$ cat config.mk
export PLATFORM = sky130hd
export DESIGN_NAME = pixel_plot_writer
export DESIGN_NICKNAME = d
export VERILOG_FILES = /design/src/rtl/pixel_plot_writer.sv
export SDC_FILE = /design/constraint.sdc
export NUM_CORES = 1
export LEC_CHECK = 0
export BUFFER_PORTS_ARGS = -buffer_cell sky130_fd_sc_hd__buf_2
export CAP_MARGIN = 20
export CORE_MARGIN = 4
export CORE_UTILIZATION = 55
export CTS_CLUSTER_SIZE = 24
export DETAILED_ROUTE_END_ITERATION = 10
export GPL_TIMING_DRIVEN = 0
export PLACE_DENSITY = 0.76
export SYNTH_ARGS = -nofsm -noshare
export SYNTH_HDL_FRONTEND = slang
export SYNTH_SLANG_ARGS = --single-unit
export TNS_END_PERCENT = 100
$ cat constraint.sdc
create_clock -name clkf -period 5.9 [get_ports clkf]
set_input_delay 0.59 -clock clkf [delete_from_list [all_inputs] [get_ports clkf]]
set_output_delay 0.59 -clock clkf [all_outputs]
set_load 0.01 [all_outputs]
$ cat src/rtl/pixel_plot_writer.sv
// Pixel plot writer: queues plotted pixels in a small FIFO, drops off-screen
// pixels and issues one frame-buffer write per on-screen pixel (y*WIDTH + x).
module pixel_plot_writer #(
   parameter int WIDTH  = 640,
   parameter int HEIGHT = 480,
   parameter int DEPTH  = 4
) (
   input  logic        clkf,
   input  logic        reset,
   input  logic        in_valid,
   input  logic [10:0] in_x,
   input  logic [10:0] in_y,
   input  logic        in_color,
   output logic        in_ready,
   output logic        mem_wr,
   output logic [18:0] mem_addr,
   output logic        mem_data,
   input  logic        mem_ready,
   output logic        busy,
   output logic [15:0] wr_count,
   output logic [15:0] clip_count
);

   localparam int          AW      = $clog2(DEPTH);
   localparam int          CW      = AW + 1;
   localparam logic [CW-1:0] LP_DEPTH = CW'(DEPTH);
   localparam logic [10:0] LP_W    = 11'(WIDTH);
   localparam logic [10:0] LP_H    = 11'(HEIGHT);
   localparam logic [18:0] LP_W19  = 19'(WIDTH);

   typedef enum logic {
      ST_IDLE  = 1'b0,
      ST_WRITE = 1'b1
   } state_t;

   state_t          r_state;
   state_t          w_state_nxt;
   logic [22:0]     r_fifo [DEPTH];
   logic [AW-1:0]   r_wr_ptr;
   logic [AW-1:0]   r_rd_ptr;
   logic [CW-1:0]   r_count;
   logic [18:0]     r_addr;
   logic            r_data;
   logic [15:0]     r_wr_count;
   logic [15:0]     r_clip_count;

   logic            w_push;
   logic            w_pop;
   logic            w_nonempty;
   logic            w_done;
   logic            w_on_screen;
   logic [22:0]     w_head;
   logic [10:0]     w_head_x;
   logic [10:0]     w_head_y;
   logic            w_head_c;
   logic [18:0]     w_addr;

   assign in_ready    = (r_count < LP_DEPTH);
   assign w_nonempty  = (r_count != {CW{1'b0}});
   assign w_push      = in_valid & in_ready;
   assign w_done      = (r_state == ST_WRITE) & mem_ready;
   assign w_pop       = w_nonempty & ((r_state == ST_IDLE) | mem_ready);
   assign w_head      = r_fifo[r_rd_ptr];
   assign w_head_x    = w_head[10:0];
   assign w_head_y    = w_head[21:11];
   assign w_head_c    = w_head[22];
   assign w_on_screen = (w_head_x < LP_W) & (w_head_y < LP_H);
   // Only in-range coordinates reach the frame buffer, so 19 bits never overflow.
   assign w_addr      = ({8'd0, w_head_y} * LP_W19) + {8'd0, w_head_x};

   assign mem_wr     = (r_state == ST_WRITE);
   assign mem_addr   = r_addr;
   assign mem_data   = r_data;
   assign busy       = w_nonempty | mem_wr;
   assign wr_count   = r_wr_count;
   assign clip_count = r_clip_count;

   // FIFO storage; contents need no reset because occupancy gates every read.
   always_ff @(posedge clkf) begin
      if (w_push) begin
         r_fifo[r_wr_ptr] <= {in_color, in_y, in_x};
      end
   end

   // FIFO pointers and occupancy.
   always_ff @(posedge clkf) begin
      if (!reset) begin
         r_wr_ptr <= {AW{1'b0}};
         r_rd_ptr <= {AW{1'b0}};
         r_count  <= {CW{1'b0}};
      end else begin
         if (w_push) begin
            r_wr_ptr <= r_wr_ptr + AW'(1);
         end
         if (w_pop) begin
            r_rd_ptr <= r_rd_ptr + AW'(1);
         end
         case ({w_push, w_pop})
            2'b10:   r_count <= r_count + CW'(1);
            2'b01:   r_count <= r_count - CW'(1);
            default: r_count <= r_count;
         endcase
      end
   end

   // Output-stage state register.
   always_ff @(posedge clkf) begin
      if (!reset) begin
         r_state <= ST_IDLE;
      end else begin
         r_state <= w_state_nxt;
      end
   end

   // Next state: a popped on-screen head always lands in WRITE.
   always_comb begin
      w_state_nxt = r_state;
      case (r_state)
         ST_IDLE: begin
            if (w_pop && w_on_screen) begin
               w_state_nxt = ST_WRITE;
            end else begin
               w_state_nxt = ST_IDLE;
            end
         end
         ST_WRITE: begin
            if (!mem_ready) begin
               w_state_nxt = ST_WRITE;
            end else if (w_pop && w_on_screen) begin
               w_state_nxt = ST_WRITE;
            end else begin
               w_state_nxt = ST_IDLE;
            end
         end
         default: begin
            w_state_nxt = ST_IDLE;
         end
      endcase
   end

   // Write address/data: loaded only on an on-screen pop, otherwise held.
   always_ff @(posedge clkf) begin
      if (!reset) begin
         r_addr <= 19'd0;
         r_data <= 1'b0;
      end else if (w_pop && w_on_screen) begin
         r_addr <= w_addr;
         r_data <= w_head_c;
      end else begin
         r_addr <= r_addr;
         r_data <= r_data;
      end
   end

   // Saturating write and clip counters.
   always_ff @(posedge clkf) begin
      if (!reset) begin
         r_wr_count   <= 16'd0;
         r_clip_count <= 16'd0;
      end else begin
         if (w_done && (r_wr_count != 16'hFFFF)) begin
            r_wr_count <= r_wr_count + 16'd1;
         end
         if (w_pop && !w_on_screen && (r_clip_count != 16'hFFFF)) begin
            r_clip_count <= r_clip_count + 16'd1;
         end
      end
   end

endmodule

==> flow_metrics.tcl, run 1 <==
set metrics [dict create \
    setup.worst_path.start_class "flop" \
    synth_top_area_cell "edfxtp_1" \
    worstRegToRegCells 13 \
    io_pins 82 \
    maxCapViolations 0 \
    cts_setup_buffers 0 \
    synth-seq-cells 154 \
    crit_fanout 10 \
    syn_to_final_growth_pct 18.4 \
    clk_pin_slew_ns 0.06 \
    cpPeakStageDelay_ns 0.56 \
    worstSetupPathType "flop to flop" \
    fill_cells 876 \
    dp_hpwl_mm 9.64 \
    cts-hold-fix-buffers 0 \
    htree_num_levels 4 \
    ir_drop_mv 0.342 \
    dr.pass1.iters 4 \
    synth_area_per_cell_um2 13.5 \
    antenna_left 0 \
    vias 4324 \
    fin_crit_ns 4.51 \
    nets 664 \
    clock_path_buffers 2 \
    die_x_um 119 \
    crit_path_end "mem_addr[18]$_SDFFE_PN0P_" \
    setup_viol 0 \
    status "complete, no violations" \
    cts.sink_count 154 \
    route.detailed.drc 0 \
    synth_area_leaders "edfxtp_1 (41%), dfxtp_1 (18%), mux4_2 (6.7%)" \
    cts-resized-gates 0 \
    dieArea_um2 14100 \
    powerDensity_nw_per_um2 505 \
    hold_viol 0 \
    yosysTopAreaCellShare_pct 40.9 \
    fmax_ghz 0.222 \
    via_per_inst 5.64 \
    fp.coreArea_um2 12000 \
    io_buffers 81 \
    skew_ns 0.00626 \
    setup_tns_ns 0 \
    async_reset_ff_share_pct 0 \
    worst_slack_ns 1.39 \
    worst_pin_slew_ns 0.728 \
    end_kind "flop" \
    numCtsBuffers 17 \
    synth_edf_count 92 \
    drive_gt1_share_pct 24.9 \
    relSlewSlack_pct 51.4 \
    grt_max_degree 17 \
    dpl_worst_slack_ns 1.33 \
    drv_slew 0 \
    path_common_cell "ha_1" \
    holdWs_ns 0.381 \
    hold_class "primary input to flop" \
    fp-row-count 40 \
    grt_pass1_wl_mm 21.5 \
    synthCells 502 \
    wire_per_inst_um 17.4 \
    cp.arrival_ns 4.83 \
    start_util_pct 56.2 \
    crit_path_top_delay_cell "buf_1" \
    path_cells "buf_2 > buf_1 > mux4_2 > ha_1 > ha_1 > fa_1 > a21o_1 > a31o_2 > a2111oi_0 > nor3_1 > xnor2_1 > or3_1 > o311ai_1" \
    synthFlopType "edfxtp_1" \
    final_cell_mix "edfxtp_1 (92), buf_2 (83), dfxtp_1 (62), nor2_1 (57), ha_1 (28)" \
    postSynthNetCount 560 \
    final_common_cell "edfxtp_1" \
    rr_endpoint "mem_addr[18]$_SDFFE_PN0P_" \
    r2r_slack_ns 1.39 \
    antenna_found_initial 0 \
    ys_types 53 \
    wirelength_mm 13.3 \
    grt_pass1_vias 4344 \
    p_leak_nw 3.10 \
    clock_latency_ns 0.42 \
    clock-root-buffer "clkbuf_16" \
    cts_tree "done" \
    die_h_um 119 \
    critPathRequiredTime_ns 6.22 \
    rsz0062_at_grt "no" \
    synth_area_um2 6760 \
    yosysWarnings 0 \
    track_usage_pct 19.8 \
    grt-ovfl-total 0 \
    n_antenna_cell 0 \
    ys_seq_area_share_pct 59.3 \
    drt_iter0_markers 330 \
    finalCritPeriodShare_pct 76.5 \
    gp_congestion 0.865 \
]
[stage by stage]
stage | util, % | total power, W | cells | area (µm²)
2_1_floorplan | - | 0.00265 | 502 | 6760
3_3_place_gp | 61.2 | 0.00297 | 730 | 7350
3_5_place_dp | 62.1 | 0.00305 | 734 | 7460
4_1_cts | 66.6 | 0.00407 | 766 | 8000
5_1_grt | 66.6 | 0.00430 | 766 | 8000
6_report | 66.6 | 0.00404 | 766 | 8000
[layer usage]
layer  global-route usage [%]  part of all wire, %  vias to the layer above
li1                         -                    -                     2065
met5                        0                    0                        -
met4                     8.18                  1.7                        0
met1                     23.9                   43                     2119
met3                     5.56                  4.9                       22
met2                     33.7                   51                      118
[area by class of cell]
| class | instances | area (µm²) | area share [%] |
|---|---|---|---|
| Buffer | 15 | 105 | 1.31 |
| Clock buffer | 21 | 440 | 5.50 |
| Clock inverter | 11 | 106 | 1.33 |
| Inverter | 18 | 67.6 | 0.844 |
| Multi-Input combinational cell | 315 | 2580 | 32.2 |
| Sequential cell | 154 | 4000 | 50.0 |
| Tap cell | 147 | 184 | 2.30 |
| Timing Repair Buffer | 85 | 515 | 6.44 |
[worst min-delay path by stage]
stage | startpoint | slack (ns) | cells past startpoint | endpoint
4_1_cts | in_y[6] | 0.36 | 1 | r_fifo[0][17]$_DFFE_PP_
3_5_place_dp | mem_addr[3]$_SDFFE_PN0P_ | 0.48 | 2 | mem_addr[3]$_SDFFE_PN0P_
2_1_floorplan | r_count[1]$_SDFFE_PN0P_ | 0.48 | 2 | r_count[1]$_SDFFE_PN0P_
6_report | in_y[7] | 0.38 | 1 | r_fifo[0][18]$_DFFE_PP_
3_3_place_gp | mem_addr[5]$_SDFFE_PN0P_ | 0.47 | 2 | mem_addr[5]$_SDFFE_PN0P_
5_1_grt | in_y[8] | 0.37 | 1 | r_fifo[2][19]$_DFFE_PP_
[worst max-delay path: cells and delay by family (launching register included)]
kind            cells  cell delay (ns)
compound gates      4             1.11
fa+ha+maj           3             0.93
buf+inv             2             0.90
mux                 1             0.45
simple gates        2             0.44
flops               1             0.42
xor+xnor            1             0.16
[synth_stat cells (3+ instances only)]
master,number
inv_1,16
and2_1,9
xnor2_1,19
nand4_1,12
fa_1,3
nor3_1,8
mux4_2,20
nor2b_1,4
a21oi_1,18
a21o_1,5
clkbuf_1,4
buf_6,4
edfxtp_1,92
a211oi_2,4
mux2i_1,13
ha_1,28
o21ai_0,12
mux4_1,3
nand2_1,21
or3_1,7
nor2_1,57
xor2_1,23
dfxtp_1,62
and3_1,10
nand3_1,12
buf_1,4
[power by group]
part	internal (W)	switching, W	total, W
Sequential	0.00127	0.0000563	0.00133
Combinational	0.000747	0.000962	0.00171
Clock	0.000613	0.000390	0.00100
Total	0.00263	0.00141	0.00404
[state kept, by name, indices dropped and copies added (netlist names), named ones only]
signal	flops
mem_wr	1
r_rd_ptr	2
mem_addr	19
clip_count	16
mem_data	1
r_fifo	92
r_wr_ptr	2
wr_count	16
r_count	3
[kinds of logic (layout without fill, tap and decap cells)]
group,Yosys count,in the layout,synth area share [%]
flops,154,154,59.3
simple gates,152,152,11.6
compound gates,54,54,5.30
xor+xnor,42,42,5.44
mux,36,36,9.76
buf+inv,33,150,2.56
fa+ha+maj,31,31,6.07
Note: power is estimated with default switching activity, not from simulation.
==> run 2: changes to the inputs <==
Settings changed: ABC_AREA set to 1, CORE_UTILIZATION 55 to 53.
Clock period 5.9 ns to 3.95 ns, I/O delays scaled along.
==> run 2 against run 1 <==
Against the previous run:
- sequential share of layout area shrank 3.4 points
- worst hold slack got worse by 0.20 ns
- wire length up 20%
- global-route usage is 0.59 points higher
- die area rose by 11%
- synthesized cell count up 60%
- final area rose by 7.2%
- power is 73% higher
- synthesized area up 8.1%
- critical endpoint is now mem_addr[17]$_SDFFE_PN0P_
==> flow_metrics.tcl, run 2 <==
set metrics [dict create \
    antenna_found_initial 0 \
    grt_max_degree 17 \
    fin_crit_ns 3.62 \
    vias 5778 \
    synth_compound_area_share_pct 8.92 \
    synthFlopType "edfxtp_1" \
    fp.coreArea_um2 13300 \
    clock-root-buffer "clkbuf_16" \
    grt_pass1_vias 5368 \
    async_reset_ff_share_pct 0 \
    wl_met1_mm 7.23 \
    synth-xor-area-share_pct 3.36 \
    worst_slack_ns 0.330 \
    skew_ns 0.00771 \
    wire_per_inst_um 14.6 \
    highest_layer "met4" \
    wl_met3_mm 1.10 \
    die_h_um 125 \
    clock_latency_ns 0.42 \
    p_leak_nw 3.51 \
    yosysTopAreaCellShare_pct 37.8 \
    setup_tns_ns 0 \
    maxCapViolations 0 \
    synth_most_common_cell "nand2_1" \
    ir_drop_mv 0.443 \
    synth_area_leaders "edfxtp_1 (38%), dfxtp_1 (17%), nand2_1 (8.1%)" \
    nets 960 \
    drive_gt1_share_pct 15.8 \
    synthCells 802 \
    relSlewSlack_pct 46.6 \
    synth_fa_ha_area_share_pct 5.62 \
    route.detailed.drc 0 \
    numCtsBuffers 17 \
    synth_area_per_cell_um2 9.11 \
    synthSimpleGateAreaFrac_pct 21.1 \
    end_kind "flop" \
    status "complete, no violations" \
    setup_viol 0 \
    hold_class "primary input to flop" \
    worst_pin_slew_ns 0.794 \
    drt_iter0_markers 460 \
    grt_pass1_wl_mm 26.0 \
    syn_to_final_growth_pct 17.4 \
    finalCritPeriodShare_pct 91.6 \
    cts_tree "done" \
    cts-hold-fix-buffers 0 \
    gp_congestion 0.878 \
    htree_num_levels 4 \
    hold_viol 0 \
    io_buffers 81 \
    start_util_pct 54.7 \
    crit_fanout 19 \
    fmax_ghz 0.276 \
    dpl_worst_slack_ns 0.0862 \
    synth_top_area_cell "edfxtp_1" \
    dieArea_um2 15700 \
    largest_register_ffs 92 \
    ys_types 39 \
    synth_top_family_by_area "simple AND/OR/NAND/NOR gates" \
    post-route-util_pct 64.3 \
    clock_path_buffers 2 \
    yosysWarnings 0 \
    critPathRequiredTime_ns 4.27 \
    drv_slew 0 \
    worstSetupPathType "flop to flop" \
    dr.pass1.iters 5 \
    cts-resized-gates 0 \
    synth_edf_count 92 \
    ys_seq_area_share_pct 54.8 \
    track_usage_pct 20.4 \
    postSynthNetCount 860 \
    cp.arrival_ns 3.94 \
    setup.worst_path.start_class "flop" \
    top_register "r_fifo" \
    cts.sink_count 154 \
    antenna_left 0 \
    synth-seq-cells 154 \
    synth_common_cells "nand2_1 (158), nor2_1 (105), edfxtp_1 (92)" \
    grt-ovfl-total 0 \
    die_x_um 125 \
    wirelength_mm 16.0 \
    synth_area_um2 7300 \
    powerDensity_nw_per_um2 816 \
    final_cell_mix "nand2_1 (158), nor2_1 (101), edfxtp_1 (92), buf_2 (87), inv_1 (78)" \
    holdCritStartpoint "in_y[5]" \
    final_common_cell "nand2_1" \
    rsz0062_at_grt "no" \
    wl_met2_mm 7.44 \
    clk_pin_slew_ns 0.06 \
    fp-row-count 42 \
    cts_setup_buffers 0 \
    io_pins 82 \
    via_per_inst 5.29 \
    dp_hpwl_mm 11.5 \
    muxShareOfSynthArea_pct 0 \
]
[run 2: cells by family (layout without fill, tap and decap cells)]
group | after synthesis | in the layout
adder cells (fa/ha/maj) | 31 | 31
other | 0 | 1
buffers and inverters | 108 | 221
AND/OR/NAND/NOR | 359 | 359
XOR/XNOR | 28 | 28
flip-flops | 154 | 154
AO/OA/AOI/OAI | 122 | 122
[run 2: critical path: stages (launching register included)]
cell and delay [ns]:
dfxtp_1 0.36, inv_1 0.21, buf_2 0.38, a21oi_1 0.08
a32oi_1 0.37, ha_1 0.32, ha_1 0.22, fa_1 0.43
xor2_1 0.27, inv_1 0.07, nor2_1 0.21, nand3_1 0.14
nor2_1 0.17, nand2_1 0.07, nand2_1 0.05, nand3_1 0.07
nand2_1 0.06, inv_1 0.03
[run 2: power by group]
part           switching (W)  internal, W
registers          0.0000899      0.00190
clock network       0.000669     0.000942
logic                0.00218      0.00121
[run 2: worst paths after layout]
path / endpoint / depth (start not counted) / slack, ns
hold / removal: r_fifo[1][16]$_DFFE_PP_ / 1 / 0.18
setup / recovery: mem_addr[17]$_SDFFE_PN0P_ / 17 / 0.33
hold reg to reg: wr_count[4]$_SDFFE_PN0P_ / 2 / 0.47
setup reg to reg: mem_addr[17]$_SDFFE_PN0P_ / 17 / 0.33
[run 2: cell type report]
type                       count  area (µm²)
clock inverter                15         165
multi-input combinational    540        2860
antenna                        1        2.50
fill                        1090        4770
timing repair buffer          85         465
tap                          176         220
inverter                      80         300
buffer                        24         140
clock buffer                  17         425
sequential                   154        4000
[run 2: stage by stage]
| step | area (µm²) | hold slack (ns) | total power (W) | cells |
|---|---|---|---|---|
| global route | 8580 | 0.178 | 0.00760 | 1091 |
| CTS | 8590 | 0.169 | 0.00703 | 1095 |
| global placement | 7930 | 0.450 | 0.00529 | 1059 |
| detailed placement | 8000 | 0.463 | 0.00539 | 1063 |
| floorplan | 7300 | 0.436 | 0.00460 | 802 |
| finish | 8580 | 0.181 | 0.00700 | 1092 |
[run 2: metal layers]
| metal | global-route usage [%] | up-vias |
|---|---|---|
| li1 | - | 2898 |
| met1 | 27.3 | 2654 |
| met2 | 33.2 | 205 |
| met3 | 4.78 | 21 |
| met4 | 6.63 | 0 |
| met5 | 0 | - |
